--- src/rtl/stack_ctrl.sv ---
`default_nettype none
// ============================================================================
// Module   : stack_ctrl
// Brief    : Stack-pointer controller for a two-port asynchronous-read stack
//            RAM. Keeps the top of stack in a register, spills older entries
//            to RAM, and reports depth, full/empty and sticky error flags.
// Revision : 1.0 - initial release
// ============================================================================
module stack_ctrl #(
  parameter int ADDR_WIDTH = 4,
  parameter int DATA_WIDTH = 16
) (
  input  logic                  clk,
  input  logic                  rst,
  input  logic                  push,
  input  logic                  pop,
  input  logic                  replace,
  input  logic [DATA_WIDTH-1:0] in_data,
  input  logic                  clr_err,
  output logic [DATA_WIDTH-1:0] tos,
  output logic [DATA_WIDTH-1:0] nos,
  output logic [ADDR_WIDTH:0]   depth,
  output logic                  empty,
  output logic                  full,
  output logic                  overflow,
  output logic                  underflow,
  output logic [ADDR_WIDTH-1:0] ram_rd_addr,
  output logic [ADDR_WIDTH-1:0] ram_wr_addr,
  output logic                  ram_wr_en,
  output logic [DATA_WIDTH-1:0] ram_wr_data,
  input  logic [DATA_WIDTH-1:0] ram_rd_data
);

  // Capacity counts every RAM word plus the TOS register.
  localparam logic [ADDR_WIDTH:0] CAP       = (ADDR_WIDTH+1)'((1 << ADDR_WIDTH) + 1);
  localparam logic [ADDR_WIDTH:0] DEPTH_ONE = (ADDR_WIDTH+1)'(1);
  localparam logic [ADDR_WIDTH:0] DEPTH_TWO = (ADDR_WIDTH+1)'(2);

  logic [ADDR_WIDTH-1:0] sp,        sp_nx;
  logic [DATA_WIDTH-1:0] tos_q,     tos_nx;
  logic [ADDR_WIDTH:0]   depth_q,   depth_nx;
  logic                  ovf_q,     unf_q;
  logic                  ovf_set,   unf_set;
  logic                  wr_req;
  logic                  is_empty,  is_full;
  logic                  do_replace;

  assign is_empty   = (depth_q == '0);
  assign is_full    = (depth_q == CAP);
  // push together with pop collapses into an in-place overwrite of TOS.
  assign do_replace = replace | (push & pop);

  // Operation decode: next pointer, TOS, depth and error events.
  always_comb begin
    sp_nx    = sp;
    tos_nx   = tos_q;
    depth_nx = depth_q;
    ovf_set  = 1'b0;
    unf_set  = 1'b0;
    wr_req   = 1'b0;
    if (do_replace) begin
      if (is_empty) unf_set = 1'b1;
      else          tos_nx  = in_data;
    end else if (push) begin
      if (is_empty) begin
        tos_nx   = in_data;
        depth_nx = DEPTH_ONE;
      end else if (is_full) begin
        ovf_set  = 1'b1;
      end else begin
        // Spill current TOS into the word just above NOS.
        wr_req   = 1'b1;
        sp_nx    = sp + 1'b1;
        tos_nx   = in_data;
        depth_nx = depth_q + 1'b1;
      end
    end else if (pop) begin
      if (is_empty) begin
        unf_set  = 1'b1;
      end else if (depth_q == DEPTH_ONE) begin
        tos_nx   = '0;
        depth_nx = '0;
      end else begin
        // Refill TOS from NOS, which the RAM presents combinationally.
        tos_nx   = ram_rd_data;
        sp_nx    = sp - 1'b1;
        depth_nx = depth_q - 1'b1;
      end
    end
  end

  // Stack state registers with asynchronous reset.
  always_ff @(posedge clk or posedge rst) begin
    if (rst) begin
      sp      <= '1;
      tos_q   <= '0;
      depth_q <= '0;
    end else begin
      sp      <= sp_nx;
      tos_q   <= tos_nx;
      depth_q <= depth_nx;
    end
  end

  // Sticky error flags; a new error in the clearing cycle keeps the flag set.
  always_ff @(posedge clk or posedge rst) begin
    if (rst) begin
      ovf_q <= 1'b0;
      unf_q <= 1'b0;
    end else begin
      ovf_q <= ovf_set | (ovf_q & ~clr_err);
      unf_q <= unf_set | (unf_q & ~clr_err);
    end
  end

  assign tos         = tos_q;
  assign depth       = depth_q;
  assign empty       = is_empty;
  assign full        = is_full;
  assign overflow    = ovf_q;
  assign underflow   = unf_q;
  assign nos         = (depth_q >= DEPTH_TWO) ? ram_rd_data : '0;
  assign ram_rd_addr = sp;
  assign ram_wr_addr = sp + 1'b1;
  assign ram_wr_data = tos_q;
  assign ram_wr_en   = wr_req & ~rst;

endmodule
`default_nettype wire

--- config.mk ---
export PLATFORM = sky130hd
export DESIGN_NAME = stack_ctrl
export DESIGN_NICKNAME = d
export VERILOG_FILES = /design/src/rtl/stack_ctrl.sv
export SDC_FILE = /design/constraint.sdc
export NUM_CORES = 1
export LEC_CHECK = 0
export CORE_MARGIN = 8
export CORE_UTILIZATION = 40
export CTS_BUF_LIST = sky130_fd_sc_hd__clkbuf_4
export CTS_CLUSTER_DIAMETER = 50
export DETAILED_ROUTE_END_ITERATION = 16
export PLACE_DENSITY = 0.81
export SETUP_SLACK_MARGIN = 0.02
export SLEW_MARGIN = 40
export SYNTH_ARGS = -nofsm -noshare
export SYNTH_HDL_FRONTEND = slang
export SYNTH_SLANG_ARGS = --single-unit
--- constraint.sdc ---
create_clock -name clk -period 2.49 [get_ports clk]
set_clock_uncertainty 0.1 [all_clocks]
set_input_delay 0.498 -clock clk [delete_from_list [all_inputs] [get_ports clk]]
set_output_delay 0.498 -clock clk [all_outputs]
set_load 0.05 [all_outputs]
==> impl_results.md <==
* Status: completed
* Number of synthesized flops with an enable pin at 0
* Num CTS Buffers at 3
* Worst path cell trace: inv_4 > ha_1 > nor2_4 > nand3_4 > and2_1 > buf_4
* Final cell count without fillers at 347
* CTS Hold Buffers Added at 0
* Worst EP required at 1.89 ns
* Synth Register Bits at 27
* Final Hold Viols at 0
* Post-Synthesis Cells at 201
* Die width at between 80 and 90 um
* CP max stage cell: dfrtp_2
* Layout area overhead at 63.67%
* Largest fanout on the critical path at 8
* Critical Path Stages at 6
* Unrepaired setup endpoints after global routing: yes
* DR WL/cell at about 18 um
* Internal power component at 1.816 mW
* Max Fclk at 0.4164 GHz
* Sequential cell area at roughly 700 um2
* Vias/cell at between 5 and 6
* Gp weighted congestion at 0.8946
* FILL cells at 367
* Buffers on Ports at 103
* Worst r2r path cells at 7
* Worst path max stage delay at roughly 0.46 ns
* Net switching power at 2.398 mW
* Clk sinks at 27
* Number of nets in the final layout at 341
* Area of the multi-input gates at between 1000 and 1500 um2
* Lkg Pwr at 1.239 nW
* Initial antenna violation count at 0
* Startpoint Class: flop
* Clock latency on the worst-skew pair at ~0.32 ns
* Cell Rows at 24
* Period utilization at 0.9644
* Die height at 83.81 um
* Die Area at 7024 um2
* Syn_nets at 246
* GRT Resource Usage Total at 0.1621
* Cells on Worst Hold Path at 1
* Worst Setup Path Type: flop to output port
* DR iter-0 viols at 65
* Clock power frac at 0.045
* Clk root buf: clkbuf_4
* Sequential-to-total area share from yosys stat at 0.3701
* Gate power share at 0.746
* Layout cells sized above 1 at 0.2475
* Clk buf depth at 2
* TritonCTS clock tree: yes
* Syn_area_per_cell at 9.151 um2
* Core area at ~4400 um2
* Post-route minimum period at 2.401 ns
* First-pass GRT wire length at 9666 um
* Sw frac at 0.5690
* H-tree Lvls at 1
* VDD IR-drop max at 932.1 uV
* Placed Cells at roughly 340
* Slew of the pin with the lowest slew margin at around 0.54 ns
* Via Count at between 1500 and 2000
* Crit. End Element: output port
* Pins over their slew limit at 0
* Reg clk slew, reported paths at roughly 0.15 ns
* DP Wirelength at roughly 4800 um
* Post-Syn Area at about 1800 um2
* DRC violations left at 0
* Largest net degree at the start of global routing at 33
* YS warnings at 0
* Pwr Density at 1400 nW/um2
* Seq pwr share at 0.209
* Endpoints failing setup at 0
* CP delay by family, top: simple AND/OR/NAND/NOR gates
* Vias in the first global route at 1746
* Crit path buf inv count at 2
* Antenna Cells at 0
* FFs w/ async S/R, synth at 1.000
* Max Cap Violations at 0
* Drt first pass iters at 4
* Post-route ant nets at 0
* Ys flop type: dfrtp_1
* WP data arrival at 1.80 ns
* Setup TNS at 0 ns
* Initial core utilization at 0.4195
* Synth cell types at between 40 and 50
* IO Pins at 104
* Hold Crit Class: flop to flop
* GRT overflow at 0
* DRT Wirelength at 6296 um
* Max-slew headroom at 0.6401
## routing by layer
layer,global-route usage,vias up,part of all wire
li1,-,900,-
met1,0.2107,860,0.45
met2,0.2681,85,0.47
met3,0.04004,2,0.076
met4,0.02355,0,0.0027
met5,0,-,0
## cell type report
class | instances | share of cell area
multi-input combinational | 139 | 0.3491
clock buffer | 3 | 0.007481
tap | 52 | 0.02161
inverter | 8 | 0.01164
clock inverter | 1 | 0.002494
timing repair buffer | 117 | 0.3795
sequential | 27 | 0.2282
## worst reg2reg max path, stage by stage, from the launching register on
cell and delay [ns]:
dfrtp_2 0.47, inv_4 0.07, ha_4 0.16, nor4b_4 0.13
buf_4 0.19, o32ai_2 0.50, a21boi_1 0.23, a2bb2oi_1 0.16
## registers in the layout, summed over array words and instances, names as in the netlist
signal       cells
overflow         1
underflow        1
ram_wr_data     16
ram_rd_addr      4
depth            5
## power by group through the flow
stage,sequential (mW),clock (mW),combinational (mW)
2_1_floorplan,1.37,0,1.57
3_3_place_gp,0.881,0,2.94
3_5_place_dp,0.887,0,2.98
4_1_cts,0.858,0.195,3.06
5_1_grt,0.913,0.213,3.30
6_report,0.880,0.190,3.14
## cell families (layout without fill, tap and decap cells)
group,count (synthesis),in the layout,share of synthesized area
simple gates,66,67,0.2184
compound gates,58,58,0.2184
buf+inv,36,129,0.1116
flops,27,27,0.3701
fa+ha+maj,7,7,0.04762
xor+xnor,6,6,0.02857
mux,1,1,0.005442
## metrics by stage
step | instance area, um2 | utilization | power, mW | setup slack (ns) | hold slack [ns]
final | 3010 | 0.6866 | 4.214 | 0.08867 | 0.4199
after global routing | 3010 | 0.6866 | 4.425 | 0.01164 | 0.4402
after CTS | 2932 | 0.6687 | 4.111 | 0.04068 | 0.4274
after detailed placement | 2868 | 0.6541 | 3.865 | 0.08868 | 0.4037
after global placement | 2868 | 0.6541 | 3.824 | 0.1467 | 0.3980
after floorplan | 1879 | - | 2.937 | -0.08931 | 0.4475
## cells in the final DEF, fill, tap and decap left out, types with 5 or more instances in the layout
cell / netlist / layout
a21oi_1: 18 / 18
buf_4: 17 / 31
dfrtp_2: 0 / 5
nor2_1: 24 / 22
and2_4: 0 / 6
ha_1: 7 / 5
inv_1: 8 / 6
and2_1: 16 / 10
buf_12: 0 / 5
a22oi_1: 18 / 18
clkdlybuf4s50_1: 0 / 80
dfrtp_1: 23 / 18
## cell usage after synthesis (4+ instances only)
cell       n  area, um2
a21oi_1   18      90.09
a22oi_1   18      135.1
and2_1    16      100.1
buf_2      5      25.02
buf_4     17      127.6
clkbuf_1   6      22.52
dfrtp_1   23      575.6
dfstp_2    4      105.1
ha_1       7      87.58
inv_1      8      30.03
nand3_1    4      20.02
nor2_1    24      90.09
o21ai_0    4      20.02
xnor2_1    4      35.03
## final timing paths
kind	slack, ns	end	from
worst max-delay path	0.09	nos[12]	depth[0]
worst min-delay path	0.42	ram_rd_addr[3]	ram_rd_addr[3]
worst max register to register	0.42	depth[4]	depth[1]
worst min register to register	0.42	ram_rd_addr[3]	ram_rd_addr[3]
max in group asynchronous	1.24	ram_wr_data[5]	rst
min in group asynchronous	0.47	depth[1]	rst
## repair_timing
item | in CTS | in global routing
resized for setup | 3 | 15
setup buffers | 3 | 3
cloned | 0 | 1
pin swaps | 0 | 3
endpoints found under the setup margin | 18 | 17
No activity file was read; power rests on OpenSTA's default activity.
